[src/rtl/sipo_capture_shiftreg_pkg.sv]
// ============================================================================
// sipo_capture_shiftreg_pkg : shared types for the SIPO capture receiver
// Revision: 1.0
// ============================================================================
`default_nettype none

package sipo_capture_shiftreg_pkg;

    // Output holding-register occupancy
    typedef enum logic [0:0] {
        OUT_EMPTY = 1'b0,
        OUT_FULL  = 1'b1
    } out_state_e;

endpackage

`default_nettype wire

[src/rtl/sipo_capture_shiftreg_bit_counter.sv]
// ============================================================================
// sipo_capture_shiftreg_bit_counter : mod-WIDTH up-counter, enable, sync clear
// Revision: 1.0
// ============================================================================
`default_nettype none

module sipo_capture_shiftreg_bit_counter #(
    parameter int WIDTH = 4,
    parameter int CNT_W = $clog2(WIDTH) + 1
) (
    input  logic             clk,
    input  logic             rst_n,
    input  logic             en,
    input  logic             clr,
    output logic [CNT_W-1:0] count,
    output logic             tc
);

    localparam logic [CNT_W-1:0] C_LAST = CNT_W'(WIDTH - 1);

    logic [CNT_W-1:0] count_d;
    logic [CNT_W-1:0] count_q;

    assign tc    = (count_q == C_LAST);
    assign count = count_q;

    always_comb begin
        count_d = count_q;
        if (clr) begin
            count_d = '0;
        end else if (en) begin
            count_d = tc ? '0 : count_q + CNT_W'(1);
        end
    end

    always_ff @(posedge clk or negedge rst_n) begin
        if (!rst_n) begin
            count_q <= '0;
        end else begin
            count_q <= count_d;
        end
    end

endmodule

`default_nettype wire

[src/rtl/sipo_capture_shiftreg.sv]
// ============================================================================
// sipo_capture_shiftreg : serial-in/parallel-out receiver, ready/valid output
// Revision: 1.0
// ============================================================================
`default_nettype none

module sipo_capture_shiftreg
    import sipo_capture_shiftreg_pkg::*;
#(
    parameter  int WIDTH = 4,
    localparam int CNT_W = $clog2(WIDTH) + 1
) (
    input  logic             clk,
    input  logic             rst_n,
    input  logic             shiftIn,
    input  logic             shiftEn,
    input  logic             clear,
    output logic [WIDTH-1:0] regContent,
    output logic [CNT_W-1:0] bitCount,
    output logic [WIDTH-1:0] parallelOut,
    output logic             outValid,
    input  logic             outReady,
    output logic             overrun
);

    logic [WIDTH-1:0] shift_d,   shift_q;
    logic [WIDTH-1:0] hold_d,    hold_q;
    out_state_e       out_state_d, out_state_q;
    logic             overrun_d, overrun_q;

    logic             cnt_tc;
    logic             cnt_en;
    logic [WIDTH-1:0] word;
    logic             complete;
    logic             consume;
    logic             valid;

    assign cnt_en = shiftEn & ~clear;

    sipo_capture_shiftreg_bit_counter #(
        .WIDTH (WIDTH),
        .CNT_W (CNT_W)
    ) u_bit_counter (
        .clk   (clk),
        .rst_n (rst_n),
        .en    (cnt_en),
        .clr   (clear),
        .count (bitCount),
        .tc    (cnt_tc)
    );

    // The completed word includes the bit arriving on this edge
    assign word     = {shift_q[WIDTH-2:0], shiftIn};
    assign valid    = (out_state_q == OUT_FULL);
    assign complete = cnt_en & cnt_tc;
    assign consume  = valid & outReady;

    always_comb begin
        shift_d = shift_q;
        if (clear) begin
            shift_d = '0;
        end else if (shiftEn) begin
            shift_d = word;
        end
    end

    always_comb begin
        hold_d      = hold_q;
        out_state_d = out_state_q;
        overrun_d   = overrun_q;
        if (complete) begin
            if (!valid || outReady) begin
                hold_d      = word;
                out_state_d = OUT_FULL;
            end else begin
                overrun_d = 1'b1;
            end
        end else if (consume) begin
            out_state_d = OUT_EMPTY;
        end
        if (clear) begin
            overrun_d = 1'b0;
        end
    end

    always_ff @(posedge clk or negedge rst_n) begin
        if (!rst_n) begin
            shift_q     <= '0;
            hold_q      <= '0;
            out_state_q <= OUT_EMPTY;
            overrun_q   <= 1'b0;
        end else begin
            shift_q     <= shift_d;
            hold_q      <= hold_d;
            out_state_q <= out_state_d;
            overrun_q   <= overrun_d;
        end
    end

    assign regContent  = shift_q;
    assign parallelOut = hold_q;
    assign outValid    = valid;
    assign overrun     = overrun_q;

endmodule

`default_nettype wire

[config.mk]
export PLATFORM = sky130hd
export DESIGN_NAME = sipo_capture_shiftreg
export DESIGN_NICKNAME = d
export VERILOG_FILES = /design/src/rtl/sipo_capture_shiftreg_pkg.sv /design/src/rtl/sipo_capture_shiftreg_bit_counter.sv /design/src/rtl/sipo_capture_shiftreg.sv
export SDC_FILE = /design/constraint.sdc
export NUM_CORES = 1
export LEC_CHECK = 0
export ABC_AREA = 1
export CORE_MARGIN = 2
export CORE_UTILIZATION = 39
export CTS_CLUSTER_DIAMETER = 60
export DETAILED_ROUTE_END_ITERATION = 16
export GPL_TIMING_DRIVEN = 0
export MAX_ROUTING_LAYER = met4
export PLACE_DENSITY = 0.72
export SYNTH_ARGS = -nofsm -noshare
export SYNTH_HDL_FRONTEND = slang
export SYNTH_HIERARCHICAL = 1
export SYNTH_SLANG_ARGS = --single-unit
[constraint.sdc]
create_clock -name clk -period 1.1 [get_ports clk]
set_input_delay 0.22 -clock clk [delete_from_list [all_inputs] [get_ports clk]]
set_output_delay 0.22 -clock clk [all_outputs]
set_load 0.005 [all_outputs]
==> summary.txt, run 1 <==
Number of top-level design ports - 19
Cell area after layout - 950.9 um^2
Pins Over Slew Limit - 0
Maximum number of pins on one net before global-route repair - 14
Mapped Nets - 71
Count of inserted antenna diode cells - 0
Final hold viol count - 0
Unrepaired setup endpoints after global routing - yes
Static leakage - 0.5209 nW
Number of nets with antenna violations after detailed routing - 0
Detail Placement HPWL - 839.7 um
Cell area after placement - 788.3 um^2
Clk sink count - 13
Synth cell types - 16
Top fanout value on the critical path - 2
Count of buffer and inverter cells on the critical path - 1
Antenna violations before repair - 0
Number of warning messages in the yosys log - 6
Fmax - 0.9038 GHz
Class of the worst hold path - in2async
Cell row count - 14
Clock Tree Buf Depth - 2
Commonest non-fill, non-tap cell in the layout - sky130_fd_sc_hd__nand2_1
Seq/Total Area, Yosys - 55.32%
WHS - 313.1 ps
Critical R2R Launch - u_bit_counter/count[0]
Drt total wl - 1274 um
Number of detailed-routing iterations run before antenna repair - 4
Die Footprint - 1834 um^2
Endpoints failing setup - 2
Register-to-Register Setup Slack - 0 ps
Core Area - 1454 um^2
Worst-skew pair later-pin latency - 270 ps
Synth Instances - 64
Overall Power - 904.5 uW
Via count of the first global-routing pass - 513
Number of buffers created by CTS - 3
Cell chosen for the clock root - sky130_fd_sc_hd__clkbuf_4
Power density normalized to cell area - 951.2 nW/um^2
Crit path DAT - 890 ps
Final estimated routing congestion in global placement - 0.7178
Via density - 4.782
Clk slew on worst S/H paths - 70 ps
Mean routed wirelength per cell - 10.71 um
Horizontal die dimension - 42.83 um
Max-cap violation count - 0
Depth of the worst register-to-register path - 7
Number of nets in the layout - 111
Fraction of final layout cells sized beyond drive strength 1 - 38.83%
Fin crit share - 100.6%
Slew at the pin closest to its max-slew limit - 577.0 ps
Post-synthesis instance area - 588.1 um^2
Clock tree from TritonCTS - yes
Total congestion overflow after global routing - 0
Worst setup margin - -6.414 ps
Worst clock skew - 2.559 ps
Synth-to-layout area growth - 61.70%
Required time worst endpoint - 880 ps
Height of the die - 42.83 um
Crit path largest cell delay - 400 ps
Total Negative Setup Slacks - -9.403 ps
Number of port buffers - 18
Routed vias - 569
Post-route minimum period - 1106 ps
Run status - complete, but fails checks
DRC Markers - 0
Worst setup path class - reg2out
Maximum level of the CTS H-tree - 1
Global-route wire length before repair - 2042 um
Initial cell density of the core - 40.45%
CP top delay family - flip-flops
Count of hold buffers inserted by post-cts repair - 0
Syn avg cell area - 9.189 um^2
Type of element launching the critical path - flip-flop
Violation count after the first detailed-routing iteration - 3
Worst slew margin - 61.41%
Worst-case vdd ir drop - 0.6798 mV
Crit. End Element - primary output
Commonest non-fill, non-tap cells in the layout - 17 x sky130_fd_sc_hd__nand2_1, 16 x sky130_fd_sc_hd__buf_4, 13 x sky130_fd_sc_hd__dfrtp_1
GRT Util Overall - 15.53%
Crit Reg-Reg Endpoint - parallelOut[3]
Ordered cell list for the critical path - clkdlybuf4s15_1
Violated checks - negative setup slack
Slowest library cell on the worst path - sky130_fd_sc_hd__dfrtp_1
Post-synthesis register bit count - 13
[cell usage after synthesis]
library cell              number  area share (%)
sky130_fd_sc_hd__nand2_1      21              13
sky130_fd_sc_hd__dfrtp_1      13              55
sky130_fd_sc_hd__inv_1         9             5.7
sky130_fd_sc_hd__nand4_1       4             4.3
sky130_fd_sc_hd__nand3_1       3             2.6
sky130_fd_sc_hd__inv_2         2             1.3
sky130_fd_sc_hd__o21ai_0       2             1.7
sky130_fd_sc_hd__o22ai_1       2             2.1
sky130_fd_sc_hd__a21oi_1       1            0.85
sky130_fd_sc_hd__ha_1          1             2.1
sky130_fd_sc_hd__nand2_2       1             1.1
sky130_fd_sc_hd__nand3_4       1             3.0
sky130_fd_sc_hd__nor2_1        1            0.64
sky130_fd_sc_hd__nor2_2        1             1.1
sky130_fd_sc_hd__nor2_8        1             3.4
sky130_fd_sc_hd__o21ai_2       1             1.5
[power breakdown]
group | switching (mW) | internal, mW | total [mW] | leakage (nW)
registers | 0.00639 | 0.489 | 0.495 | 0.180
logic | 0.0616 | 0.0624 | 0.124 | 0.326
clock network | 0.145 | 0.141 | 0.286 | 0.0150
total | 0.213 | 0.692 | 0.904 | 0.521
[timing repair]
action | 4_1_cts | 5_1_grt
gates resized for setup | 28 | 16
pin swaps | 1 | 4
endpoints found under the setup margin | 19 | 22
buffers inserted | 10 | 7
[cell families after synthesis]
kind of cell | count (synthesis) | synth area share [%]
AOI/OAI and AO/OA | 6 | 6.169
adders and majority gates | 1 | 2.127
buffers and inverters | 11 | 7.021
DFF | 13 | 55.32
and+or+nand+nor | 33 | 29.36
[per-layer routing]
metal,GRT usage [%],up-vias,share of wire [%]
met1,20.00,268,46
met3,2.553,2,3.1
met2,22.73,13,50
li1,-,286,-
met5,-,-,0
met4,9.375,0,1.0
[worst max-delay path by stage]
| stage | cells past startpoint | start | to | slack, ps |
|---|---|---|---|---|
| floorplan | 6 | u_bit_counter/count[0] | parallelOut[0] | 30 |
| global placement | 5 | clear | parallelOut[3] | -270 |
| detailed placement | 5 | clear | parallelOut[3] | -280 |
| CTS | 1 | u_bit_counter/count[0] | bitCount[0] | -50 |
| global route | 7 | u_bit_counter/count[0] | parallelOut[3] | -50 |
| finish | 1 | u_bit_counter/count[0] | bitCount[0] | -6 |
[sequential cells by signal (all words and copies together) (netlist names)]
name and flops:
parallelOut 4, overrun 1, u_bit_counter/count 3, regContent 4, outValid 1
[metrics by stage]
| step | utilization (%) | cells | setup slack (ps) |
|---|---|---|---|
| after floorplan | - | 64 | 31.47 |
| after global placement | 54.22 | 98 | -267.2 |
| after detailed placement | 54.22 | 98 | -284.1 |
| after CTS | 61.62 | 112 | -51.28 |
| after global routing | 65.40 | 119 | -51.58 |
| final | 65.40 | 119 | -6.414 |
[final cells by class]
class / count / area, um^2
clock buffer: 4 / 26.28
fill: 121 / 503.0
inverter: 11 / 46.29
multi-input combinational: 40 / 249.0
sequential: 13 / 325.3
tap: 16 / 20.02
timing repair buffer: 35 / 284.0
Note: power is estimated with default switching activity, not from simulation.
==> inputs of run 2 (changes only) <==
--- a/config.mk
+++ b/config.mk
@@ -6,13 +6,14 @@
 export NUM_CORES = 1
 export LEC_CHECK = 0
 export ABC_AREA = 1
-export CORE_MARGIN = 2
-export CORE_UTILIZATION = 39
+export CORE_AREA = 2 2 39 41
 export CTS_CLUSTER_DIAMETER = 60
 export DETAILED_ROUTE_END_ITERATION = 16
+export DIE_AREA = 0 0 41 43
 export GPL_TIMING_DRIVEN = 0
 export MAX_ROUTING_LAYER = met4
-export PLACE_DENSITY = 0.72
+export PLACE_DENSITY = 0.77
+export REMOVE_ABC_BUFFERS = 1
 export SYNTH_ARGS = -nofsm -noshare
 export SYNTH_HDL_FRONTEND = slang
 export SYNTH_HIERARCHICAL = 1
==> constraint.sdc (replaced) <==
create_clock -name clk -period 1.3 [get_ports clk]
set_input_delay 0.26 -clock clk [delete_from_list [all_inputs] [get_ports clk]]
set_output_delay 0.26 -clock clk [all_outputs]
set_load 0.005 [all_outputs]
==> run 2 against run 1 <==
Effect of this change: the run now ends clean; critical endpoint is now parallelOut[3]; clock power fell by 11%; critical path type is now reg2reg; largest power group unchanged; via count fell by 5.4%; die area fell by 3.9%; count of clock-buffer cells in the layout fell by 1; final area fell by 6.7%.
==> summary.txt, run 2 (synthesis gave the netlist of run 1 again) <==
Run status - complete, no violations
Worst setup margin - 96.33 ps
Ordered cell list for the critical path - buf_4 > ha_1 > nand2_2 > inv_4 > nand3_4 > nand2_1 > nand2_1
Sequential cell fraction of total power - 54.5%
Worst-skew pair later-pin latency - 280 ps
Post-route minimum period - 1204 ps
Clk sink count - 13
Number of port buffers - 18
Number of detailed-routing iterations run before antenna repair - 4
Fin crit share - 92.59%
Detail Placement HPWL - 843.9 um
Via count of the first global-routing pass - 518
Static leakage - 0.5286 nW
Top fanout value on the critical path - 6
Routed vias - 538
Class of the worst hold path - in2async
Fmax - 0.8308 GHz
Crit path largest cell delay - 390 ps
Final hold viol count - 0
Worst clock skew - 3.691 ps
Pins Over Slew Limit - 0
Number of buffers created by CTS - 3
Height of the die - 43 um
Slew at the pin closest to its max-slew limit - 571.0 ps
Synth-to-layout area growth - 50.85%
Endpoints failing setup - 0
Global-route wire length before repair - 2056 um
Number of nets in the layout - 105
Crit. End Element - flip-flop
Mean routed wirelength per cell - 11.32 um
Number of nets with antenna violations after detailed routing - 0
GRT Util Overall - 18.20%
Worst setup path class - reg2reg
Maximum level of the CTS H-tree - 1
Most used cell, CP - sky130_fd_sc_hd__nand2_1
Clk slew on worst S/H paths - 90 ps
Comb power frac - 12.3%
Drt total wl - 1279 um
DRC Markers - 0
Unrepaired setup endpoints after global routing - no
Die Footprint - 1763 um^2
Switching share of power - 25.36%
Via density - 4.761
Worst-case vdd ir drop - 0.6319 mV
Initial cell density of the core - 42.50%
Clock tree from TritonCTS - yes
Commonest non-fill, non-tap cells in the layout - 20 x sky130_fd_sc_hd__nand2_1, 13 x sky130_fd_sc_hd__dfrtp_1, 13 x sky130_fd_sc_hd__dlygate4sd2_1
Fraction of final layout cells sized beyond drive strength 1 - 24.74%
Required time worst endpoint - 1520 ps
Cell row count - 14
Register-to-Register Setup Slack - 100 ps
Worst slew margin - 61.82%
Setup Slack @ Placement - -133.8 ps
Crit path DAT - 1420 ps
Type of element launching the critical path - flip-flop
Max-cap violation count - 0
Final core utilization - 64.10%
Slowest library cell on the worst path - sky130_fd_sc_hd__dfrtp_1
Number of top-level design ports - 19
Cell chosen for the clock root - sky130_fd_sc_hd__clkbuf_4
Final estimated routing congestion in global placement - 0.7861
Clock Tree Buf Depth - 2
Core Area - 1384 um^2
Commonest non-fill, non-tap cell in the layout - sky130_fd_sc_hd__nand2_1
Antenna violations before repair - 0
Overall Power - 767.6 uW
Violation count after the first detailed-routing iteration - 2
Internal power of the cells - 572.9 uW
Power density normalized to cell area - 865.3 nW/um^2
Horizontal die dimension - 41 um
Filler cells - 132
Clock network power share - 33.2%
Maximum number of pins on one net before global-route repair - 14
Total congestion overflow after global routing - 0
Count of inserted antenna diode cells - 0
Net switching power of the design - 194.7 uW
[run 2: timing repair]
action,CTS,global route
hold buffers,0,0
resized for setup,13,3
setup endpoints to repair,13,6
buffers inserted,11,0
[run 2: final cells by class]
cell class                      count  area (um^2)  share of cell area [%]
Clock inverter                      1        5.005                  0.5642
Inverter                           11        43.79                   4.937
Multi-Input combinational cell     40        224.0                   25.25
Tap cell                           16        20.02                   2.257
Timing Repair Buffer               29        246.5                   27.79
Sequential cell                    13        325.3                   36.67
Clock buffer                        3        22.52                   2.539
[run 2: through the flow]
step	hold slack (ps)	setup TNS (ps)	instances	instance area, um^2
finish	337.6	0	113	887.1
floorplan	-35.59	0	64	588.1
CTS	363.5	0	113	882.1
global placement	453.4	-749.8	98	788.3
detailed placement	465.2	-1023	98	788.3
global route	380.8	0	113	887.1
[run 2: worst max-delay path: cells and delay by family, from the launching register on]
| family | cells | cell delay (ps) |
|---|---|---|
| fa+ha+maj | 1 | 220 |
| simple gates | 4 | 330 |
| buf+inv | 2 | 210 |
| flops | 1 | 390 |
[run 2: final timing paths]
| path | cells after the start | to | start |
|---|---|---|---|
| hold / removal | 1 | parallelOut[0] | rst_n |
| min in group clk | 2 | parallelOut[3] | parallelOut[3] |
| hold reg to reg | 2 | parallelOut[3] | parallelOut[3] |
| setup / recovery | 7 | parallelOut[3] | u_bit_counter/count[0] |
| max in group asynchronous | 1 | regContent[2] | rst_n |
| setup reg to reg | 7 | parallelOut[3] | u_bit_counter/count[0] |
[run 2: metal layers]
metal	routed length (um)	share of wire (%)	global-route usage, %
met1	550	43	21.36
met2	678	53	27.50
met3	49	3.8	3.141
met4	0	0	11.33
met5	0	0	-
[run 2: power by group through the flow]
stage          logic, mW  clock network, mW  registers, mW
4_1_cts           0.0950              0.264          0.418
3_5_place_dp      0.0845                  0          0.430
3_3_place_gp      0.0823                  0          0.429
6_report          0.0946              0.255          0.418
5_1_grt            0.106              0.281          0.420
2_1_floorplan     0.0318                  0          0.429
==> inputs of run 3 (changes only) <==
--- a/config.mk
+++ b/config.mk
@@ -6,13 +6,13 @@
 export NUM_CORES = 1
 export LEC_CHECK = 0
 export ABC_AREA = 1
-export CORE_AREA = 2 2 39 41
+export CORE_MARGIN = 2
+export CORE_UTILIZATION = 39
 export CTS_CLUSTER_DIAMETER = 60
 export DETAILED_ROUTE_END_ITERATION = 16
-export DIE_AREA = 0 0 41 43
 export GPL_TIMING_DRIVEN = 0
 export MAX_ROUTING_LAYER = met4
-export PLACE_DENSITY = 0.77
+export PLACE_DENSITY = 0.72
 export REMOVE_ABC_BUFFERS = 1
 export SYNTH_ARGS = -nofsm -noshare
 export SYNTH_HDL_FRONTEND = slang
==> constraint.sdc (replaced) <==
create_clock -name clk -period 1 [get_ports clk]
set_input_delay 0.2 -clock clk [delete_from_list [all_inputs] [get_ports clk]]
set_output_delay 0.2 -clock clk [all_outputs]
set_load 0.005 [all_outputs]
==> run 3 against run 2 <==
Effect of this change: combinational power rose by 50%; non-clock buffer count rose by 5; the flow now finishes with violations (negative setup slack); setup slack got worse by 210 ps; count of clock-buffer cells in the layout rose by 1; clock skew fell by 1.2 ps; via count rose by 7.4%.
==> summary.txt, run 3 (synthesis gave the netlist of run 1 again) <==
Endpoints failing setup - 10
Crit. End Element - primary output
Static leakage - 0.5289 nW
Maximum number of pins on one net before global-route repair - 14
Drt total wl - 1490 um
Count of hold buffers inserted by post-cts repair - 0
Fin crit share - 111.0%
Worst setup margin - -109.6 ps
Clk sink count - 13
Violated checks - negative setup slack
Sequential cell fraction of total power - 54.2%
Type of element launching the critical path - flip-flop
Die Footprint - 1834 um^2
Antenna violations before repair - 0
Cell row count - 14
Switching share of power - 24.40%
Via count of the first global-routing pass - 499
Mean routed wirelength per cell - 12.63 um
Commonest non-fill, non-tap cells in the layout - 17 x sky130_fd_sc_hd__nand2_1, 14 x sky130_fd_sc_hd__buf_4, 13 x sky130_fd_sc_hd__dfrtp_1
Global-route wire length before repair - 2083 um
Top fanout value on the critical path - 2
Class of the worst hold path - in2async
Clk slew on worst S/H paths - 80 ps
Number of buffers created by CTS - 3
Number of nets with antenna violations after detailed routing - 0
Crit Reg-Reg Endpoint - parallelOut[0]
Pins Over Slew Limit - 0
DRC Markers - 0
Final estimated routing congestion in global placement - 0.7169
Violation count after the first detailed-routing iteration - 11
Total congestion overflow after global routing - 0
Worst-skew pair later-pin latency - 270 ps
Slew at the pin closest to its max-slew limit - 546.6 ps
Depth of the worst register-to-register path - 7
Clock network power share - 31.6%
Count of inserted antenna diode cells - 0
Horizontal die dimension - 42.83 um
Final core utilization - 63.51%
Critical R2R Launch - u_bit_counter/count[0]
Setup Slack @ Placement - -367.9 ps
Max-cap violation count - 0
Via density - 4.898
Worst-case vdd ir drop - 0.6817 mV
Number of top-level design ports - 19
Area used by multi-input combinational logic - 264.0 um^2
Detail Placement HPWL - 811.2 um
Power density normalized to cell area - 1087 nW/um^2
Worst clock skew - 2.539 ps
Initial cell density of the core - 40.45%
Post-route minimum period - 1110 ps
Register-to-Register Setup Slack - -110 ps
Number of nets in the layout - 110
Net switching power of the design - 245.0 uW
Worst setup path class - reg2out
Unrepaired setup endpoints after global routing - yes
Height of the die - 42.83 um
Crit path DAT - 910 ps
Commonest non-fill, non-tap cell in the layout - sky130_fd_sc_hd__nand2_1
Core Area - 1454 um^2
Fmax - 0.9012 GHz
Clock Tree Buf Depth - 2
Fraction of final layout cells sized beyond drive strength 1 - 47.06%
Final hold viol count - 0
Comb power frac - 14.1%
Number of detailed-routing iterations run before antenna repair - 4
Area of all sequential standard cells - 325.3 um^2
Worst slew margin - 63.44%
Number of port buffers - 18
Routed vias - 578
Maximum level of the CTS H-tree - 1
Source of the critical timing path - u_bit_counter/count[0]
Synth-to-layout area growth - 57.02%
GRT Util Overall - 15.63%
Required time worst endpoint - 800 ps
Cell chosen for the clock root - sky130_fd_sc_hd__clkbuf_4
Overall Power - 1.004 mW
Run status - complete, but fails checks
Filler cells - 121
Clock tree from TritonCTS - yes
Internal power of the cells - 759.0 uW
[run 3: cell count changes in the layout (fill, tap and decap cells not counted), sizes merged]
cell / previous run / this run
buf: 11 / 28
clkdlybuf4s50: 5 / 4
clkbuf: 3 / 5
clkinv: 1 / 0
dlygate4sd2: 13 / 1
[run 3: worst max-delay path by stage]
| stage | depth (start not counted) | to |
|---|---|---|
| floorplan | 6 | parallelOut[0] |
| global placement | 5 | parallelOut[2] |
| detailed placement | 5 | parallelOut[2] |
| CTS | 7 | parallelOut[3] |
| global route | 7 | parallelOut[2] |
| finish | 2 | bitCount[0] |
[run 3: stage by stage]
step | std cells | hold slack (ps) | instance area, um^2 | setup TNS [ps]
after floorplan | 64 | -95.59 | 588.1 | -668.7
after global placement | 98 | 453.3 | 788.3 | -4700
after detailed placement | 98 | 458.3 | 788.3 | -4751
after CTS | 112 | 304.6 | 857.1 | -642.7
after global routing | 118 | 320.8 | 923.4 | -1398
final | 118 | 280.9 | 923.4 | -793.7
[run 3: critical path, cell delays in order (launching register included)]
cell and delay, ps:
sky130_fd_sc_hd__dfrtp_1 400, sky130_fd_sc_hd__buf_4 140, sky130_fd_sc_hd__clkbuf_2 100
[run 3: power by group through the flow]
stage / Combinational, mW / Clock (mW) / Sequential (mW)
floorplan: 0.0413 / 0 / 0.558
global placement: 0.108 / 0 / 0.558
detailed placement: 0.108 / 0 / 0.559
CTS: 0.123 / 0.330 / 0.544
global route: 0.156 / 0.363 / 0.546
finish: 0.142 / 0.318 / 0.545
[run 3: cell type report]
type	count	area share, %
repair buffers	34	26.15
well taps	16	2.168
flip-flops and latches	13	35.23
inverters	11	5.014
clock buffers	4	2.846
multi-input cells	40	28.59
[run 3: routing by layer]
| metal | GRT usage (%) | routed length, um |
|---|---|---|
| met1 | 18.43 | 634 |
| met2 | 25.76 | 786 |
| met3 | 3.830 | 45 |
| met4 | 5.625 | 23 |
| met5 | - | 0 |
[run 3: what timing repair did]
item | 4_1_cts | 5_1_grt
pin swaps | 5 | 4
setup buffers | 10 | 6
gates cloned | 0 | 0
gates resized for setup | 58 | 9
setup endpoints to repair | 25 | 21
